===== src/rtl/aes_round_ctrl.sv =====
// AES round sequencer: runs 10/12/14 rounds per block and strobes the round-key and state registers.
// Latency: accept at T -> round 1 at T+1, last_round at T+Nr, out_valid from T+Nr+1 (block period >= Nr+2).
// Backpressure: in_ready only in IDLE; out_valid is held in DONE until out_ready; abort cancels at any point.
//
// Ports:
//   clk, rst_n          clock, asynchronous active-low reset
//   in_valid/in_ready   block request handshake; key_len and decrypt are sampled on accept
//   key_len             00=AES-128 (Nr=10), 01=AES-192 (Nr=12), 10=AES-256 (Nr=14), 11=reserved
//   decrypt             inverse-cipher request (honoured only with AES_DEC_EN)
//   abort               synchronous cancel of the running block; blocks accept in IDLE
//   load                accept cycle: datapath captures block and key
//   key_update          round key advances this cycle
//   state_update        state register updates this cycle
//   last_round          final round (datapath skips MixColumns)
//   round_cnt           current round index, 0 outside rounds
//   rcon                round constant for the current round, 0 outside rounds
//   dec_active          running block is a decryption
//   out_valid/out_ready result handshake
//   err                 one-cycle pulse when a request with an unsupported key length is consumed
//
// Build option: define AES_DEC_EN to support decryption. Without it decrypt is ignored,
// dec_active is tied low and every block runs as an encryption.

module aes_round_ctrl #(
    parameter int MAX_NR = 14,  // largest supported round count (10, 12 or 14)
    parameter int CNT_W  = 4    // round counter width, 2**CNT_W must exceed MAX_NR
) (
    input  logic             clk,
    input  logic             rst_n,
    input  logic             in_valid,
    output logic             in_ready,
    input  logic [1:0]       key_len,
    input  logic             decrypt,
    input  logic             abort,
    output logic             load,
    output logic             key_update,
    output logic             state_update,
    output logic             last_round,
    output logic [CNT_W-1:0] round_cnt,
    output logic [7:0]       rcon,
    output logic             dec_active,
    output logic             out_valid,
    input  logic             out_ready,
    output logic             err
);

    typedef enum logic [1:0] {
        IDLE = 2'd0,
        RUN  = 2'd1,
        DONE = 2'd2
    } state_t;

    state_t           state_q;
    state_t           state_d;
    logic [CNT_W-1:0] nr_q;
    logic [CNT_W-1:0] nr_req;
    logic             req_legal;
    logic             accept;
    logic             start;
    logic             final_round;
    logic             dec_q;
    logic [CNT_W:0]   rc_idx;

    // Decode the requested key length into a round count. A length whose
    // round count exceeds what this instance was built for is rejected just
    // like the reserved encoding.
    always_comb begin
        nr_req    = '0;
        req_legal = 1'b0;
        case (key_len)
            2'b00: begin
                nr_req    = CNT_W'(10);
                req_legal = (MAX_NR >= 10);
            end
            2'b01: begin
                nr_req    = CNT_W'(12);
                req_legal = (MAX_NR >= 12);
            end
            2'b10: begin
                nr_req    = CNT_W'(14);
                req_legal = (MAX_NR >= 14);
            end
            default: begin
                nr_req    = '0;
                req_legal = 1'b0;
            end
        endcase
    end

    // Abort outranks a new request, so in_ready is withdrawn while it is high.
    assign in_ready    = (state_q == IDLE) && !abort;
    assign accept      = in_valid && in_ready;
    assign start       = accept && req_legal;
    assign final_round = (state_q == RUN) && (round_cnt == nr_q);

    // ------------------------------------------------------------------
    // FSM: state register
    // ------------------------------------------------------------------
    always_ff @(posedge clk or negedge rst_n) begin
        if (!rst_n) begin
            state_q <= IDLE;
        end else begin
            state_q <= state_d;
        end
    end

    // ------------------------------------------------------------------
    // FSM: next-state logic
    // ------------------------------------------------------------------
    always_comb begin
        state_d = state_q;
        case (state_q)
            IDLE: begin
                if (start) begin
                    state_d = RUN;
                end
            end
            RUN: begin
                if (abort) begin
                    state_d = IDLE;
                end else if (final_round) begin
                    state_d = DONE;
                end
            end
            DONE: begin
                if (abort || out_ready) begin
                    state_d = IDLE;
                end
            end
            default: begin
                state_d = IDLE;
            end
        endcase
    end

    // ------------------------------------------------------------------
    // Round counter and per-block configuration
    // ------------------------------------------------------------------
    always_ff @(posedge clk or negedge rst_n) begin
        if (!rst_n) begin
            round_cnt <= '0;
        end else begin
            case (state_q)
                IDLE:    round_cnt <= start ? CNT_W'(1) : '0;
                RUN:     round_cnt <= (abort || final_round) ? '0 : round_cnt + CNT_W'(1);
                default: round_cnt <= '0;
            endcase
        end
    end

    always_ff @(posedge clk or negedge rst_n) begin
        if (!rst_n) begin
            nr_q <= '0;
        end else if (start) begin
            nr_q <= nr_req;
        end
    end

`ifdef AES_DEC_EN
    always_ff @(posedge clk or negedge rst_n) begin
        if (!rst_n) begin
            dec_q <= 1'b0;
        end else if (start) begin
            dec_q <= decrypt;
        end
    end
`else
    // Encrypt-only build: the direction flag is a constant and decrypt is unused.
    logic unused_decrypt;
    assign unused_decrypt = decrypt;
    assign dec_q          = 1'b0;
`endif

    // Decryption walks the key schedule backwards, so the constant index
    // mirrors the round index within 1..Nr. One extra bit keeps the
    // subtraction from wrapping.
    always_comb begin
        if (dec_q) begin
            rc_idx = {1'b0, nr_q} + (CNT_W + 1)'(1) - {1'b0, round_cnt};
        end else begin
            rc_idx = {1'b0, round_cnt};
        end
    end

    // ------------------------------------------------------------------
    // FSM: outputs
    // ------------------------------------------------------------------
    always_comb begin
        load         = start;
        key_update   = start || (state_q == RUN);
        state_update = (state_q == RUN);
        last_round   = final_round;
        out_valid    = (state_q == DONE);
        err          = accept && !req_legal;
        dec_active   = dec_q && ((state_q == RUN) || (state_q == DONE));

        // Only the first ten rounds use a table constant; the 192/256 key
        // expander derives its own schedule beyond that and sees 00.
        rcon = 8'h00;
        if (state_q == RUN) begin
            case (int'(rc_idx))
                1:       rcon = 8'h01;
                2:       rcon = 8'h02;
                3:       rcon = 8'h04;
                4:       rcon = 8'h08;
                5:       rcon = 8'h10;
                6:       rcon = 8'h20;
                7:       rcon = 8'h40;
                8:       rcon = 8'h80;
                9:       rcon = 8'h1B;
                10:      rcon = 8'h36;
                default: rcon = 8'h00;
            endcase
        end
    end

endmodule


===== config.mk =====
export PLATFORM = sky130hd
export DESIGN_NAME = aes_round_ctrl
export DESIGN_NICKNAME = d
export VERILOG_FILES = /design/src/rtl/aes_round_ctrl.sv
export SDC_FILE = /design/constraint.sdc
export NUM_CORES = 1
export LEC_CHECK = 0
export CAP_MARGIN = 0
export CORE_AREA = 2 2 45 47
export CTS_BUF_LIST = sky130_fd_sc_hd__clkbuf_4 sky130_fd_sc_hd__clkbuf_8 sky130_fd_sc_hd__clkbuf_16
export DETAILED_ROUTE_END_ITERATION = 7
export DIE_AREA = 0 0 47 49
export PLACE_DENSITY_LB_ADDON = 0.05
export SYNTH_ARGS = -nofsm -noshare
export SYNTH_HDL_FRONTEND = slang
export SYNTH_SLANG_ARGS = --single-unit

===== constraint.sdc =====
create_clock -name clk -period 1.5 [get_ports clk]
set_input_delay 0.3 -clock clk [delete_from_list [all_inputs] [get_ports clk]]
set_output_delay 0.3 -clock clk [all_outputs]
set_load 0.005 [all_outputs]

==> summary.txt <==
Run status: finished, violations left
Nets: 158
Critical Path End Type: primary output
Share of power burned in registers: 32.3%
DP Cell Count: 142
First-pass iteration count of the detailed router: 4
Synthesized area: 708.2 um2
CP max stage cell: dfrtp_2
Core Footprint: 0.001842 mm2
Die Area: 0.002303 mm2
Min Clock Period, post-route: 1.847 ns
Worst min path class: input port to async pin
Clk slew on worst S/H paths: 0.07 ns
Failing checks: negative setup slack
Final core occ: 81.05%
Max-Cap Viols: 0
Worst VDD drop: 478.1 uV
RSZ-0062 raised after global routing: yes
Pint: 641.9 uW
Final worst slack: -0.3474 ns
Vias in the first global route: 813
Antenna fix cells: 0
Final hold vios: 0
Post-synthesis cell count: 74
Syn nets: 92
NetSw: 288.6 uW
Top FF cell, synth: dfrtp_1
Initial antenna violation count: 0
Layout Cells excl Fill: 166
Post-synth EDFFs: 0
DR iter-0 viols: 6
Via density: 4.645
Crit path max fanout: 3
GP Congestion: 0.7135
Final setup viols: 22
Slew Viols, Final: 0
Clock skew: 0.009596 ns
Synth Warn #: 0
Routed via count: 771
Share of cells above drive strength 1: 66.91%
Routed WL per cell: 13.41 um
Avg Synthesized Cell Area: 9.570 um2
Largest net degree at the start of global routing: 10
Drt drc: 0
Io pins: 28
PD cells: 623.4 mW/mm2
Switch share: 31.02%
Post-synth ARST share: 100.0%
#FFs+latches synth: 9
Worst skew pair latency: 0.27 ns
Clock power frac: 23.2%
Clk buf depth: 2
CTS root buffer: clkbuf_4
CP Class: flip-flop to primary output
Initial core utilization: 38.45%
CTS tree: done
Gr ovfl total: 0
Startpoint type of the worst setup path: flip-flop
TritonCTS Sinks: 9
Setup WS pre-CTS: -0.5875 ns
Gr usage total: 22.01%
Die H: 49 um
Hold-fix buffers, CTS: 0
WP data required: 1.20 ns
Unique masters post-synth: 29
Final antenna-violating net count: 0
First-pass GRT wire length: 3574 um
Achievable Freq: 541.3 MHz
Die X: 47 um
Port bufs: 25
Row cnt: 16
Inserted Clock Buffers: 3
H-tree levels: 1
Area Growth Syn to Fin: 110.8%
Seq/Total Area, Yosys: 31.80%
Final Cycle Share: 123.2%
Crit path DAT: 1.55 ns
Final TNS setup: -3.549 ns
Logic pwr share: 44.6%
Final WL: 2226 um
DP HPWL: 1274 um
Cells along the critical path: buf_6, or3b_4, nor4_4, buf_2
CP peak stage delay: 0.44 ns
Lkg Pwr: 0.0007550 uW
stage by stage:
stage	total power [uW]	hold slack, ns	area (um2)
after floorplan	413.8	0.004409	708.2
after global placement	540.4	0.5091	1119
after detailed placement	542.4	0.5149	1119
after CTS	858.2	0.3381	1381
after global routing	979.1	0.3699	1493
final	930.5	0.3366	1493
cells by family after synthesis:
group | Yosys count | synth area share [%]
buf+inv | 11 | 6.536
other cells | 1 | 0.5295
mux | 4 | 6.007
simple gates | 28 | 25.09
fa+ha+maj | 10 | 17.67
xor+xnor | 4 | 4.946
flops | 9 | 31.80
compound gates | 7 | 7.419
worst max-delay path: cells and delay by family (launching register included):
kind,cells,cell delay (ns)
buffers and inverters,2,0.28
flip-flops,1,0.44
AND/OR/NAND/NOR,2,0.55
worst paths after layout:
kind / start / end / slack, ns / cells past startpoint
worst max-delay path: round_cnt[0]$_DFF_PN0_ / last_round / -0.35 / 4
worst min-delay path: rst_n / state_q[1]$_DFFE_PN0P_ / 0.34 / 1
worst max register to register: round_cnt[0]$_DFF_PN0_ / round_cnt[0]$_DFF_PN0_ / -0.11 / 6
worst min register to register: nr_q[2]$_DFFE_PN0P_ / nr_q[2]$_DFFE_PN0P_ / 0.53 / 1
max in group asynchronous: rst_n / round_cnt[2]$_DFF_PN0_ / 0.83 / 1
min in group clk: nr_q[2]$_DFFE_PN0P_ / nr_q[2]$_DFFE_PN0P_ / 0.53 / 1
power by group through the flow:
stage               clock (uW)  sequential (uW)  combinational (uW)
global route               232              303                 444
CTS                        216              293                 349
detailed placement           0              299                 244
global placement             0              299                 242
floorplan                    0              297                 117
finish                     215              301                 415
layout make-up:
cell class / count / area, um2
Inverter: 8 / 37.54
Tap cell: 27 / 33.78
Sequential cell: 9 / 229.0
Multi-Input combinational cell: 54 / 601.8
Timing Repair Buffer: 64 / 560.5
Fill cell: 110 / 349.1
Clock buffer: 4 / 30.03
layout by cell type (no fill, tap or decap), types with 2 or more instances in the layout:
master / Yosys / final
a22oi_2: 0 / 2
and3_1: 2 / 2
buf_2: 1 / 8
buf_4: 1 / 20
buf_6: 0 / 23
clkbuf_2: 0 / 4
clkbuf_4: 0 / 4
clkdlybuf4s50_1: 0 / 5
dfrtp_1: 9 / 6
dfrtp_2: 0 / 3
dlygate4sd2_1: 0 / 3
ha_1: 10 / 5
ha_4: 0 / 4
inv_1: 8 / 4
inv_2: 0 / 2
mux2_2: 2 / 2
mux2i_1: 2 / 2
nand2_1: 3 / 2
nand3_1: 2 / 2
nor2_1: 5 / 5
nor2b_4: 0 / 2
nor3_4: 0 / 3
xor2_1: 4 / 3
sequential cells by signal (all words and copies together) (netlist names):
name,count
state_q,2
round_cnt,4
nr_q,3
synthesized netlist by cell type, types with 2 or more instances:
| library cell | count | area [um2] |
|---|---|---|
| and3_1 | 2 | 12.51 |
| nor3_1 | 5 | 25.02 |
| nor3b_1 | 2 | 15.01 |
| ha_1 | 10 | 125.1 |
| nand3_1 | 2 | 10.01 |
| dfrtp_1 | 9 | 225.2 |
| a22oi_1 | 2 | 15.01 |
| nor2b_1 | 3 | 18.77 |
| inv_1 | 8 | 30.03 |
| mux2i_1 | 2 | 20.02 |
| xor2_1 | 4 | 35.03 |
| mux2_2 | 2 | 22.52 |
| nor2_1 | 5 | 18.77 |
| nand2_1 | 3 | 11.26 |
what timing repair did:
item / in CTS / in global routing
setup endpoints to repair: 21 / 26
resized for setup: 100 / 33
pin swaps: 8 / 4
setup buffers: 20 / 4
metal layers:
metal  part of all wire [%]  routed length (um)  GRT usage, %  up-vias
met4                    4.4                  98         12.04        0
met3                    4.5                 101         2.963        9
li1                       -                   -             -      378
met5                      0                   0             0        -
met2                     56                1238         40.41       30
met1                     35                 788         22.04      354
(Power assumes the default switching activity.)
